<file path="src/rtl/store_buffer_if.sv">
// store_buffer_if: store, load-check and write-bus signals of the store buffer.
// The master side is the pipeline plus the bus; the slave side is the buffer.
interface store_buffer_if;
  // store request from the alignment stage
  logic        we;
  logic [31:0] Adr;
  logic [31:0] Din;
  logic [3:0]  ByteEN;
  logic        stall;

  // load hazard check
  logic        ld_en;
  logic [31:0] ld_adr;
  logic        ld_stall;

  // write beat to the bus
  logic [31:0] bus_adr;
  logic [31:0] bus_wdata;
  logic [3:0]  bus_be;
  logic        bus_req;
  logic        bus_ack;

  modport master (
    output we, Adr, Din, ByteEN, ld_en, ld_adr, bus_ack,
    input  stall, ld_stall, bus_adr, bus_wdata, bus_be, bus_req
  );

  modport slave (
    input  we, Adr, Din, ByteEN, ld_en, ld_adr, bus_ack,
    output stall, ld_stall, bus_adr, bus_wdata, bus_be, bus_req
  );
endinterface

</file>
<file path="src/rtl/store_buffer.sv">
// store_buffer: 4-entry store FIFO draining one write beat at a time to the bus.
// Loads that hit a pending (or in-flight) word are held with ld_stall.
// Optional feature: define STOREBUF_MERGE_EN to merge a store into the youngest
// entry when it targets the same word (never into a beat already on the bus).
module store_buffer (
  input  logic          clk,
  input  logic          reset,
  store_buffer_if.slave sb
);

  localparam int unsigned DEPTH = 4;
  localparam int unsigned PTR_W = 2;
  localparam int unsigned CNT_W = 3;
  localparam int unsigned AW    = 30;
  localparam int unsigned DW    = 32;
  localparam int unsigned BW    = 4;

  typedef enum logic {IDLE, REQ} state_t;

  state_t           state;
  state_t           state_d;

  logic [AW-1:0]    ent_adr  [DEPTH];
  logic [DW-1:0]    ent_data [DEPTH];
  logic [BW-1:0]    ent_be   [DEPTH];

  logic [PTR_W-1:0] head;
  logic [PTR_W-1:0] tail;
  logic [CNT_W-1:0] count;

  logic             be_any_c;
  logic             full_c;
  logic             merge_hit_c;
  logic             push_c;
  logic             pop_c;
  logic             launch_c;
  logic             ld_hit_c;
  logic [AW-1:0]    st_line_c;
  logic [AW-1:0]    ld_line_c;
  logic [DW-1:0]    launch_data_c;
  logic [BW-1:0]    launch_be_c;
  logic             unused_c;

  assign be_any_c  = (sb.ByteEN != '0);
  assign full_c    = (count == CNT_W'(DEPTH));
  assign st_line_c = sb.Adr[31:2];
  assign ld_line_c = sb.ld_adr[31:2];

  // byte offsets never reach the buffer; entries are word granular
  assign unused_c = ^{sb.Adr[1:0], sb.ld_adr[1:0]};

`ifdef STOREBUF_MERGE_EN
  logic [PTR_W-1:0] tail_m1_c;
  logic [DW-1:0]    merged_data_c;
  logic [BW-1:0]    merged_be_c;

  assign tail_m1_c = PTR_W'(tail - PTR_W'(1));

  // youngest entry matches the store word and is not the beat on the bus
  assign merge_hit_c = sb.we && (count != '0)
                    && (ent_adr[tail_m1_c] == st_line_c)
                    && !((state == REQ) && (count == CNT_W'(1)));

  // byte-lane overlay of the new store onto the youngest entry
  always_comb begin
    merged_data_c = ent_data[tail_m1_c];
    for (int unsigned i = 0; i < BW; i++) begin
      if (sb.ByteEN[i]) begin
        merged_data_c[8*i +: 8] = sb.Din[8*i +: 8];
      end
    end
  end

  assign merged_be_c = ent_be[tail_m1_c] | sb.ByteEN;
`else
  assign merge_hit_c = 1'b0;
`endif

  // a full buffer holds the store unless it folds into an existing entry
  assign sb.stall = sb.we && be_any_c && full_c && !merge_hit_c;
  assign push_c   = sb.we && be_any_c && !full_c && !merge_hit_c;

  // bus FSM state register
  always_ff @(posedge clk) begin
    if (!reset) begin
      state <= IDLE;
    end else begin
      state <= state_d;
    end
  end

  // bus FSM next state: launch the head beat, pop it on acknowledge
  always_comb begin
    state_d  = state;
    launch_c = 1'b0;
    pop_c    = 1'b0;
    case (state)
      IDLE: begin
        if (count != '0) begin
          state_d  = REQ;
          launch_c = 1'b1;
        end
      end
      REQ: begin
        if (sb.bus_ack) begin
          state_d = IDLE;
          pop_c   = 1'b1;
        end
      end
    endcase
  end

  // head payload for a launching beat, including a merge landing on it this cycle
  always_comb begin
    launch_data_c = ent_data[head];
    launch_be_c   = ent_be[head];
`ifdef STOREBUF_MERGE_EN
    if (merge_hit_c && (tail_m1_c == head)) begin
      launch_data_c = merged_data_c;
      launch_be_c   = merged_be_c;
    end
`endif
  end

  // FIFO pointers and occupancy
  always_ff @(posedge clk) begin
    if (!reset) begin
      head  <= '0;
      tail  <= '0;
      count <= '0;
    end else begin
      if (push_c) begin
        tail <= PTR_W'(tail + PTR_W'(1));
      end
      if (pop_c) begin
        head <= PTR_W'(head + PTR_W'(1));
      end
      if (push_c && !pop_c) begin
        count <= CNT_W'(count + CNT_W'(1));
      end else if (pop_c && !push_c) begin
        count <= CNT_W'(count - CNT_W'(1));
      end
    end
  end

  // entry storage; contents are only meaningful while counted as valid
  always_ff @(posedge clk) begin
    if (push_c) begin
      ent_adr[tail]  <= st_line_c;
      ent_data[tail] <= sb.Din;
      ent_be[tail]   <= sb.ByteEN;
    end
`ifdef STOREBUF_MERGE_EN
    if (merge_hit_c) begin
      ent_data[tail_m1_c] <= merged_data_c;
      ent_be[tail_m1_c]   <= merged_be_c;
    end
`endif
  end

  // registered write beat, held stable while the request is outstanding
  always_ff @(posedge clk) begin
    if (!reset) begin
      sb.bus_req   <= 1'b0;
      sb.bus_adr   <= '0;
      sb.bus_wdata <= '0;
      sb.bus_be    <= '0;
    end else if (launch_c) begin
      sb.bus_req   <= 1'b1;
      sb.bus_adr   <= {ent_adr[head], 2'b00};
      sb.bus_wdata <= launch_data_c;
      sb.bus_be    <= launch_be_c;
    end else if (pop_c) begin
      sb.bus_req   <= 1'b0;
    end
  end

  // load hazard: any valid entry, in-flight head included, on the load's word
  always_comb begin
    ld_hit_c = 1'b0;
    for (int unsigned i = 0; i < DEPTH; i++) begin
      if ((CNT_W'(PTR_W'(PTR_W'(i) - head)) < count) && (ent_adr[i] == ld_line_c)) begin
        ld_hit_c = 1'b1;
      end
    end
  end

  assign sb.ld_stall = sb.ld_en && ld_hit_c;

endmodule

</file>
<file path="src/flat_wrapper.sv">
// flat-port wrapper written by rule: the top's interface ports become plain ports
module store_buffer_flat 
  (clk, reset, sb_we, sb_Adr, sb_Din, sb_ByteEN, sb_ld_en, sb_ld_adr, sb_bus_ack, sb_stall, sb_ld_stall, sb_bus_adr, sb_bus_wdata, sb_bus_be, sb_bus_req);
  store_buffer_if sb_i ();
  input  logic clk;
  input  logic reset;
  input wire logic [$bits(sb_i.we)-1:0] sb_we;
  input wire logic [$bits(sb_i.Adr)-1:0] sb_Adr;
  input wire logic [$bits(sb_i.Din)-1:0] sb_Din;
  input wire logic [$bits(sb_i.ByteEN)-1:0] sb_ByteEN;
  input wire logic [$bits(sb_i.ld_en)-1:0] sb_ld_en;
  input wire logic [$bits(sb_i.ld_adr)-1:0] sb_ld_adr;
  input wire logic [$bits(sb_i.bus_ack)-1:0] sb_bus_ack;
  output wire logic [$bits(sb_i.stall)-1:0] sb_stall;
  output wire logic [$bits(sb_i.ld_stall)-1:0] sb_ld_stall;
  output wire logic [$bits(sb_i.bus_adr)-1:0] sb_bus_adr;
  output wire logic [$bits(sb_i.bus_wdata)-1:0] sb_bus_wdata;
  output wire logic [$bits(sb_i.bus_be)-1:0] sb_bus_be;
  output wire logic [$bits(sb_i.bus_req)-1:0] sb_bus_req;
  assign sb_i.we = sb_we;
  assign sb_i.Adr = sb_Adr;
  assign sb_i.Din = sb_Din;
  assign sb_i.ByteEN = sb_ByteEN;
  assign sb_i.ld_en = sb_ld_en;
  assign sb_i.ld_adr = sb_ld_adr;
  assign sb_i.bus_ack = sb_bus_ack;
  assign sb_stall = sb_i.stall;
  assign sb_ld_stall = sb_i.ld_stall;
  assign sb_bus_adr = sb_i.bus_adr;
  assign sb_bus_wdata = sb_i.bus_wdata;
  assign sb_bus_be = sb_i.bus_be;
  assign sb_bus_req = sb_i.bus_req;
  store_buffer u_core (.clk(clk), .reset(reset), .sb(sb_i));
endmodule
</file>
<file path="config.mk">
export PLATFORM = sky130hd
export DESIGN_NAME = store_buffer_flat
export DESIGN_NICKNAME = d
export VERILOG_FILES = /design/src/rtl/store_buffer_if.sv /design/src/rtl/store_buffer.sv /design/src/flat_wrapper.sv
export SDC_FILE = /design/constraint.sdc
export NUM_CORES = 1
export LEC_CHECK = 0
export ABC_AREA = 1
export ABC_CLOCK_PERIOD_IN_PS = 4900
export BUFFER_PORTS_ARGS = -buffer_cell sky130_fd_sc_hd__buf_2
export CORE_UTILIZATION = 54
export CTS_CLUSTER_DIAMETER = 200
export DETAILED_ROUTE_END_ITERATION = 12
export PLACE_DENSITY_LB_ADDON = 0.05
export SLEW_MARGIN = 30
export SYNTH_ARGS = -nofsm -noshare
export SYNTH_HDL_FRONTEND = slang
export SYNTH_SLANG_ARGS = --single-unit
</file>
<file path="constraint.sdc">
create_clock -name clk -period 4.9 [get_ports clk]
set_clock_uncertainty 0.1 [all_clocks]
set_input_delay 0.245 -clock clk [delete_from_list [all_inputs] [get_ports clk]]
set_output_delay 0.245 -clock clk [all_outputs]
set_load 0.03 [all_outputs]
</file>
==> results.toml <==
[yosys]
synth-edff-count = 264
ys_warn_count = 0
synth_largest_area_cell = "edfxtp_1"
netlist_instances = 1112
syn_area_um2 = 14100
syn_avg_cell_area_um2 = 12.6
yosysUniqueCellTypes = 29
seq_area_frac_synth_pct = 67.0
synth_seq_cells = 339
async_flop_share_pct = 0
synth_area_leaders = "edfxtp_1, dfxtp_1, nand2_1"
synth.most_common_cell = "edfxtp_1"
ys.flop_type = "edfxtp_1"
synth_top_area_share_pct = 56.4
synthTopCellsByCount = "edfxtp_1, nand2_1, dfxtp_1"

[critical_path]
crit_path_end_kind = "primary output"
cp_data_required_time_ns = 4.55
worstPathCellList = "inv_1 -> ha_1 -> nor2_1 -> a22oi_1 -> nand3_1 -> nor2_1 -> nand3_1 -> nand2_1 -> nor2_1 -> nor2_1 -> buf_2"
cp_common_cell = "nor2_1"
worst-path-buf-inv = 2
critPathLaunchType = "flip-flop"
critical-path-top-delay-family = "flip-flops"
cp_max_fo = 28
cp_data_arrival_time_ns = 2.85
critPathSlowestCell = "dfxtp_2"
slowest_delay_ns = 0.91
setup.worst_path.class = "reg -> out"

[clock_tree]
clkSlewWorstSetupHoldPaths_ns = 0.06
cts_buffer_depth = 3
cts_buffers = 36
h-tree-depth = 2
cts_resized = 0
insertion_delay_ns = 0.51
root_buffer = "clkbuf_16"
cts_tree = "done"
cts_sinks = 339

[timing]
fmax_mhz = 313
drv_slew = 0
worst_slew_pin_slew_ns = 0.981
rsz0062_at_grt = "no"
slew_headroom_pct = 34.6
finalSetupTns_ns = 0
finalCritPeriodShare_pct = 65.3
hold_viol = 0
setup_viol = 0
period_needed_ns = 3.20

[detailed_routing]
via_per_inst = 5.57
vias = 9424
drc_errors = 0
wl_per_cell_um = 20.3
drtIter0Drc = 721
antenna_left = 0
wirelength_mm = 34.3
firstDrtPassIters = 5

[finish]
n_fill_cell = 1952
drive_gt1_share_pct = 20.5
stdcell_count = 1692
multi_input_area_um2 = 4080
syn_to_final_growth_pct = 20.6
layout.nets = 1445
ff_latch_area_um2 = 9430

[pwr]
power.density_nw_per_um2 = 526
p_leak_nw = 6.11
ir_worst_vdd_v = 0.000366

[grt]
grtUsageTotal_pct = 26.0
antenna_found_initial = 5
overflow = 0
grt_pass1_vias = 9406
grt_max_degree = 81
grt_pass1_wl_mm = 52.0

[floorplan]
die_area_um2 = 26700
dieHeight_um = 163
die_w_um = 163
rows = 58
ioPinCount = 176
core_um2 = 25400
initial_utilization_pct = 55.4

[worst_hold_path]
hp-class = "in -> reg"

[placed_design]
globalplace.congestion = 0.785
place_hpwl_mm = 19.7
portBuffers = 169
dpl.cell_count = 1555

[run]
cap_violations = 0

[outcome]
outcome = "complete, no violations"
repair_timing:
item | CTS | global route
hold endpoints to repair | 265 | 0
hold buffers | 67 | 0
setup buffers | 0 | 0
layout make-up:
class	instances	area share, %
Tap cell	330	2.43
Sequential cell	339	55.6
Timing Repair Buffer	252	9.91
Clock inverter	14	0.642
Multi-Input combinational cell	645	24.1
Inverter	56	1.24
Antenna cell	5	0.0738
Clock buffer	51	6.06
registers in the layout, summed over array words and instances, names as in the netlist:
register	flops
u_core.head	2
u_core.count	3
u_core.sb.bus_wdata	32
u_core.ent_be	16
u_core.tail	2
u_core.sb.bus_be	4
u_core.sb.bus_adr	30
u_core.ent_adr	120
u_core.state	1
u_core.sb.bus_req	1
u_core.ent_data	128
cell usage in the layout (no fill, tap or decap), types with 2 or more instances in the layout:
cell           netlist  routed
inv_1               52      52
o21ai_1              4       4
clkbuf_16            0      36
inv_2                4       4
clkbuf_1            34       8
dfxtp_1             75      74
diode_2              0       5
nor2_1              69      65
xnor2_1             59      59
clkinv_1             0       4
nor2_4               0       6
edfxtp_1           264     264
o21ai_0             70      70
nand2_1            152     152
a31oi_1              8       8
ha_1                 9       9
dlygate4sd3_1        0      67
nand4_1              9       9
clkinv_2             0       6
buf_2               18     169
a22oi_1             67      67
nor3_1               4       4
a41oi_1             30      30
conb_1               1       2
clkbuf_8             0       7
nand3_1             72      72
a21oi_1             18      18
buf_4               12      13
a41oi_2             28      28
buf_12               0       2
xor2_1              39      39
logic make-up (layout without fill, tap and decap cells):
kind of cell / count (synthesis) / in the layout / share of synthesized area (%)
flops: 339 / 339 / 67.0
xor+xnor: 98 / 98 / 6.10
buf+inv: 129 / 373 / 4.27
other cells: 1 / 7 / 0.0267
fa+ha+maj: 10 / 10 / 0.943
compound gates: 227 / 227 / 12.5
simple gates: 308 / 308 / 9.09
power breakdown:
group	switching, W	leakage (nW)	internal (W)
clock	0.00106	0.563	0.00152
sequential	0.000242	3.04	0.00364
combinational	0.00173	2.51	0.000738
total	0.00304	6.11	0.00589
final timing paths:
kind | to | cells past startpoint | from | slack (ns)
max reg2reg | u_core.ent_adr[2][20] | 5 | u_core.count[1] | 2.06
min reg2reg | u_core.sb.bus_req | 1 | u_core.sb.bus_req | 0.43
max | sb_ld_stall | 11 | u_core.head[1] | 1.70
min | u_core.ent_data[2][4] | 2 | sb_Din[4] | 0.38
per-stage QoR:
stage               hold slack, ns  power, W  setup slack, ns  utilization (%)  cell area, µm²
floorplan                    0.244   0.00563            0.709                -           14100
global placement             0.360   0.00632             2.06             59.5           15100
detailed placement           0.360   0.00636             2.05             59.6           15100
CTS                          0.364   0.00898             1.73             66.7           17000
global route                 0.374   0.00933             1.50             66.8           17000
finish                       0.378   0.00893             1.70             66.8           17000
layer usage:
| metal | up-vias | global-route usage, % | share of wire (%) |
|---|---|---|---|
| li1 | 4494 | - | - |
| met1 | 4561 | 34.3 | 43 |
| met2 | 313 | 44.0 | 49 |
| met3 | 54 | 4.93 | 6.4 |
| met4 | 2 | 7.22 | 1.9 |
| met5 | - | 0 | 0.035 |
Note: power is estimated with default switching activity, not from simulation.
